--- src/rtl/lock_attempt_ctrl.sv ---
// Attempt supervisor for the button-sequence unlock detector: forwards press pulses,
// frames CODE_LEN-press attempts, times the door window and enforces failure lockout.
module lock_attempt_ctrl #(
    parameter int CODE_LEN       = 5,
    parameter int OPEN_CYCLES    = 8,
    parameter int MAX_FAIL       = 3,
    parameter int LOCKOUT_CYCLES = 16,
    parameter int TIMEOUT_CYCLES = 32
) (
    input  logic       clock,
    input  logic       rst,
    input  logic       button_0,
    input  logic       button_1,
    input  logic       unlock_in,
    output logic       det_button_0,
    output logic       det_button_1,
    output logic       det_rst_n,
    output logic       door_open,
    output logic       lockout,
    output logic       attempt_fail,
    output logic [3:0] fail_count
);

    localparam int MAX_HOLD = (OPEN_CYCLES > LOCKOUT_CYCLES) ? OPEN_CYCLES : LOCKOUT_CYCLES;
    localparam int TMR_MAX  = (MAX_HOLD > TIMEOUT_CYCLES) ? MAX_HOLD : TIMEOUT_CYCLES;
    localparam int TMR_W    = $clog2(TMR_MAX + 1);
    localparam int CNT_W    = $clog2(CODE_LEN + 1);

    localparam logic [TMR_W-1:0] TMR_OPEN_LAST    = TMR_W'(OPEN_CYCLES - 1);
    localparam logic [TMR_W-1:0] TMR_LOCK_LAST    = TMR_W'(LOCKOUT_CYCLES - 1);
    localparam logic [TMR_W-1:0] TMR_TIMEOUT_LAST = TMR_W'(TIMEOUT_CYCLES - 1);
    localparam logic [TMR_W-1:0] TMR_CHECK_LAST   = TMR_W'(1);
    localparam logic [CNT_W-1:0] CNT_FULL         = CNT_W'(CODE_LEN);
    localparam logic [3:0]       FAIL_LIMIT       = 4'(MAX_FAIL);

    typedef enum logic [2:0] {
        S_IDLE,
        S_ENTRY,
        S_CHECK,
        S_OPEN,
        S_FAIL,
        S_LOCKOUT,
        S_RESYNC
    } state_t;

    state_t           r_state;
    state_t           w_state_nxt;
    logic             r_btn0_prev;
    logic             r_btn1_prev;
    logic [CNT_W-1:0] r_press_cnt;
    logic [CNT_W-1:0] w_press_cnt_nxt;
    logic [CNT_W-1:0] w_cnt_inc;
    logic             r_bad;
    logic             w_bad_nxt;
    logic [TMR_W-1:0] r_timer;
    logic [TMR_W-1:0] w_timer_nxt;
    logic [3:0]       r_fail_count;
    logic [3:0]       w_fail_count_nxt;
    logic             r_det_b0;
    logic             r_det_b1;
    logic             r_det_rst_n;

    logic             w_press0;
    logic             w_press1;
    logic             w_any_press;
    logic             w_both_press;
    logic             w_accepting;

    assign w_press0     = button_0 & ~r_btn0_prev;
    assign w_press1     = button_1 & ~r_btn1_prev;
    assign w_any_press  = w_press0 | w_press1;
    assign w_both_press = w_press0 & w_press1;
    assign w_accepting  = (r_state == S_IDLE) || (r_state == S_ENTRY);
    assign w_cnt_inc    = r_press_cnt + CNT_W'(1);

    always_ff @(posedge clock or negedge rst) begin
        if (!rst) begin
            r_state      <= S_IDLE;
            r_btn0_prev  <= 1'b0;
            r_btn1_prev  <= 1'b0;
            r_press_cnt  <= '0;
            r_bad        <= 1'b0;
            r_timer      <= '0;
            r_fail_count <= 4'd0;
            r_det_b0     <= 1'b0;
            r_det_b1     <= 1'b0;
            r_det_rst_n  <= 1'b0;
        end else begin
            r_state      <= w_state_nxt;
            r_btn0_prev  <= button_0;
            r_btn1_prev  <= button_1;
            r_press_cnt  <= w_press_cnt_nxt;
            r_bad        <= w_bad_nxt;
            r_timer      <= w_timer_nxt;
            r_fail_count <= w_fail_count_nxt;
            // A simultaneous double press is never forwarded to the detector
            r_det_b0     <= w_accepting & w_press0 & ~w_both_press;
            r_det_b1     <= w_accepting & w_press1 & ~w_both_press;
            r_det_rst_n  <= (w_state_nxt != S_RESYNC);
        end
    end

    always_comb begin
        w_state_nxt      = r_state;
        w_press_cnt_nxt  = r_press_cnt;
        w_bad_nxt        = r_bad;
        w_timer_nxt      = r_timer;
        w_fail_count_nxt = r_fail_count;

        case (r_state)
            S_IDLE: begin
                if (w_any_press) begin
                    w_press_cnt_nxt = CNT_W'(1);
                    w_bad_nxt       = w_both_press;
                    w_timer_nxt     = '0;
                    w_state_nxt     = (CNT_W'(1) == CNT_FULL) ? S_CHECK : S_ENTRY;
                end
            end
            S_ENTRY: begin
                if (w_any_press) begin
                    w_press_cnt_nxt = w_cnt_inc;
                    w_bad_nxt       = r_bad | w_both_press;
                    w_timer_nxt     = '0;
                    if (w_cnt_inc == CNT_FULL) begin
                        w_state_nxt = S_CHECK;
                    end
                end else if (r_timer == TMR_TIMEOUT_LAST) begin
                    // Abandoned attempt: resync the detector without a penalty
                    w_state_nxt = S_RESYNC;
                end else begin
                    w_timer_nxt = r_timer + TMR_W'(1);
                end
            end
            S_CHECK: begin
                // Two cycles cover the detector's pulse-to-unlock latency
                if (unlock_in && !r_bad) begin
                    w_state_nxt      = S_OPEN;
                    w_timer_nxt      = '0;
                    w_fail_count_nxt = 4'd0;
                end else if (r_timer == TMR_CHECK_LAST) begin
                    w_state_nxt      = S_FAIL;
                    w_fail_count_nxt = r_fail_count + 4'd1;
                end else begin
                    w_timer_nxt = r_timer + TMR_W'(1);
                end
            end
            S_OPEN: begin
                if (r_timer == TMR_OPEN_LAST) begin
                    w_state_nxt = S_RESYNC;
                end else begin
                    w_timer_nxt = r_timer + TMR_W'(1);
                end
            end
            S_FAIL: begin
                if (r_fail_count == FAIL_LIMIT) begin
                    w_state_nxt = S_LOCKOUT;
                    w_timer_nxt = '0;
                end else begin
                    w_state_nxt = S_RESYNC;
                end
            end
            S_LOCKOUT: begin
                if (r_timer == TMR_LOCK_LAST) begin
                    w_state_nxt      = S_RESYNC;
                    w_fail_count_nxt = 4'd0;
                end else begin
                    w_timer_nxt = r_timer + TMR_W'(1);
                end
            end
            S_RESYNC: begin
                w_press_cnt_nxt = '0;
                w_bad_nxt       = 1'b0;
                w_timer_nxt     = '0;
                w_state_nxt     = S_IDLE;
            end
            default: begin
                w_state_nxt = S_IDLE;
            end
        endcase
    end

    assign det_button_0 = r_det_b0;
    assign det_button_1 = r_det_b1;
    assign det_rst_n    = r_det_rst_n;
    assign door_open    = (r_state == S_OPEN);
    assign lockout      = (r_state == S_LOCKOUT);
    assign attempt_fail = (r_state == S_FAIL);
    assign fail_count   = r_fail_count;

endmodule
--- config.mk ---
export PLATFORM = sky130hd
export DESIGN_NAME = lock_attempt_ctrl
export DESIGN_NICKNAME = d
export VERILOG_FILES = /design/src/rtl/lock_attempt_ctrl.sv
export SDC_FILE = /design/constraint.sdc
export NUM_CORES = 1
export LEC_CHECK = 0
export CAP_MARGIN = 30
export CORE_ASPECT_RATIO = 1.2
export CORE_UTILIZATION = 55
export DETAILED_ROUTE_END_ITERATION = 12
export HOLD_SLACK_MARGIN = 0.02
export PLACE_DENSITY = 0.78
export SLEW_MARGIN = 20
export SYNTH_ARGS = -nofsm -noshare
export SYNTH_HDL_FRONTEND = slang
export SYNTH_SLANG_ARGS = --single-unit
--- constraint.sdc ---
create_clock -name clock -period 2 [get_ports clock]
set_input_delay 0.4 -clock clock [delete_from_list [all_inputs] [get_ports clock]]
set_output_delay 0.4 -clock clock [all_outputs]
set_load 0.02 [all_outputs]
==> summary.txt <==
Global route
  – Gr busiest metal: met2
  – Antenna violations before repair: 0
  – Gr ovfl total: 0
  – Met2 Usage GRT: 45.3%
  – Grt met1 use: 32.1%
  – Pin count of the biggest net entering global routing: 23
  – First-pass GRT wire length: 5620 um
  – Vias in the first global route: 1,253
  – Met3 usage: 1.57%
  – Tot GR Track Use: 25.9%

Clock tree
  – TritonCTS clock tree: yes
  – CTS Sinks: 22
  – Worst-path clk slew: 120 ps
  – Clock Tree Buf Depth: 2
  – TritonCTS buffer count: 3
  – CTS Hold Buffers Added: 0
  – Clock latency at the later pin of the worst-skew pair: 300 ps
  – CTS root buffer: clkbuf_4
  – Number of H-tree levels: 1

Setup path
  – Crit path max fanout: 16
  – Worst Setup End Kind: primary output
  – Crit-path max cell delay: 390 ps
  – Crit-path cells: buf_4 -> nand2b_1 -> nor2_1 -> dlygate4sd2_1
  – Arrival time worst endpoint: 1450 ps
  – Critical-path top delay cell: dfrtp_1
  – Setup CP Type: reg2out
  – CP startpoint kind: flip-flop
  – Worst path bufs/invs: 2
  – Gate family responsible for the most delay along the worst path: buffers and inverters
  – Worst EP required: 1600 ps

Yosys
  – Synth warnings: 0
  – Post-synth EDFFs: 0
  – Leading area contributor after synthesis: dfrtp_1
  – Syn Std Cell Area: 1420 sq um
  – Most frequent cell after synthesis: dfrtp_1
  – Mean area per synthesized cell: 9.41 sq um
  – Post-Syn Nets: 161
  – Synth Instances: 151
  – Post-synth ARST share: 100%
  – Seq/Total Area, Yosys: 38.7%
  – Synth top area cells: dfrtp_1, o21ai_0, ha_1, nand2b_1, a31oi_1
  – FF+latch count, synth: 22
  – Synth unique cells: 53
  – Synth top area share: 38.7%
  – Top_reg_cell synth: dfrtp_1
  – Top cells by count, synth: dfrtp_1, o21ai_0, nand2_1

STA
  – Slew HR: 66.0%
  – Least-Margin Pin Slew: 508 ps
  – Unrepaired setup endpoints after global routing: false
  – Finish-stage setup viols: 0
  – Fmax: 540 MHz
  – Setup TNS: 0 ps
  – Final Max Tran Viols: 0
  – Final period utilization: 92.7%
  – Fin. Hold Viols: 0
  – Min cycle time layout: 1850 ps
  – Final setup skew: 5.15 ps

Die
  – Die Wd: 48.4 um
  – Die Area: 2790 sq um
  – Row count: 19
  – I/O pins: 15
  – Starting Density: 59.8%
  – Core area: 2380 sq um
  – Die height: 57.7 um

Cells and area
  – # diodes: 0
  – Layout cells sized above 1: 17.9%
  – FILL cells: 191
  – Number of nets in the layout: 185
  – Area Overhead vs Synth: 15.9%
  – Post-route design area: 1650 sq um

Placement
  – Routability Congestion: 0.875
  – Count of input and output buffers: 14
  – HPWL after DPL: 2340 um
  – Post-DP Area: 1630 sq um

Power
  – Lkg Pwr: 0.756 nW
  – Peak supply drop: 0.752 mV
  – PD cells: 1160 nW/um^2

Drt
  – Total Wirelength: 3090 um
  – Drt drc: 0
  – ANT nets after route: 0
  – Vias: 1,225
  – Drt initial violations: 52
  – TritonRoute pass-1 iters: 4
  – Wire length per cell: 15.1 um
  – Vias per cell: 6.00

Worst hold path
  – Hold WC Path Type: in2async

Outcome
  – Status: completed

Run
  – Max Cap Viol: 0
==> per-stage QoR <==
step	std cells	power (mW)	hold slack (ps)	utilization, %	setup WS, ps
floorplan	151	1.42	104	-	380
global placement	201	1.68	481	68.5	-66.6
detailed placement	201	1.72	495	68.5	-80.5
CTS	204	1.92	443	69.3	144
global route	204	2.07	441	69.3	8.82
finish	204	1.91	431	69.3	147
==> final cells by class <==
type	count	area, sq um	share of cell area, %
Tap cell	31	38.8	2.35
Clock buffer	3	22.5	1.37
Inverter	7	26.3	1.59
Multi-Input combinational cell	115	782	47.5
Sequential cell	22	552	33.5
Timing Repair Buffer	26	226	13.7
==> sequential cells by signal (all words and copies together) (netlist names) <==
register      count
r_state           3
r_btn0_prev       1
r_press_cnt       3
det_rst_n         1
fail_count        4
r_timer           6
r_bad             1
det_button_0      1
r_btn1_prev       1
det_button_1      1
==> layer usage <==
layer  wire length, um  vias to the layer above
li1                  -                      604
met1              1320                      572
met2              1540                       36
met3                92                       13
met4               130                        0
met5                 0                        -
==> cells in the final DEF, fill, tap and decap left out, types with 2 or more instances in the layout <==
cell,netlist,layout
o22ai_1,2,2
a31oi_1,8,8
dfrtp_1,22,21
inv_1,7,7
and3_1,2,2
a21oi_1,4,4
nor4_1,3,3
ha_1,5,5
buf_4,0,12
nor3_1,2,2
nand4_1,3,3
nand2b_1,9,9
nand2_1,11,11
and2_1,2,2
nor2b_1,6,6
nand3_1,4,4
clkbuf_4,0,3
o21ai_0,14,14
mux2i_1,2,2
nor2_1,5,5
clkdlybuf4s50_1,0,11
dlygate4sd2_1,0,3
or2b_2,2,2
o31ai_1,2,2
==> worst paths after layout <==
| check | cells past startpoint | slack (ps) | start | to |
|---|---|---|---|---|
| min in group clock | 2 | 520 | r_press_cnt[1]$_DFFE_PN0P_ | r_press_cnt[1]$_DFFE_PN0P_ |
| worst max-delay path | 4 | 150 | r_state[2]$_DFF_PN0_ | attempt_fail |
| worst min-delay path | 2 | 430 | rst | det_rst_n$_DFF_PN0_ |
| max in group asynchronous | 2 | 1330 | rst | r_state[0]$_DFF_PN0_ |
| worst min register to register | 2 | 520 | r_press_cnt[1]$_DFFE_PN0P_ | r_press_cnt[1]$_DFFE_PN0P_ |
| worst max register to register | 5 | 220 | fail_count[0]$_DFFE_PN0P_ | r_timer[4]$_DFFE_PN0P_ |
==> report_power, final <==
part           switching (mW)  leakage [nW]  internal [mW]
registers               0.152         0.275          0.568
logic                   0.549         0.467          0.442
clock network           0.128        0.0138         0.0703
==> worst reg2reg max path, stage by stage, from the launching register on <==
cell and delay, ps:
dfrtp_1 420, ha_1 210, nor3b_1 460, a211oi_2 200, a211oi_1 250, o32ai_1 130
==> kinds of logic after synthesis <==
kind of cell | share of synthesized area, %
xor gates and xnor gates | 0.616
adders and majority gates | 4.40
muxes | 1.41
DFF | 38.7
AOI/OAI and AO/OA | 22.1
buffers and inverters | 6.25
and+or+nand+nor | 26.5
==> repair_timing <==
action | 4_1_cts | 5_1_grt
buffers inserted | 0 | 0
setup endpoints to repair | 3 | 0
resized for setup | 4 | 0
Note: power is estimated with default switching activity, not from simulation.
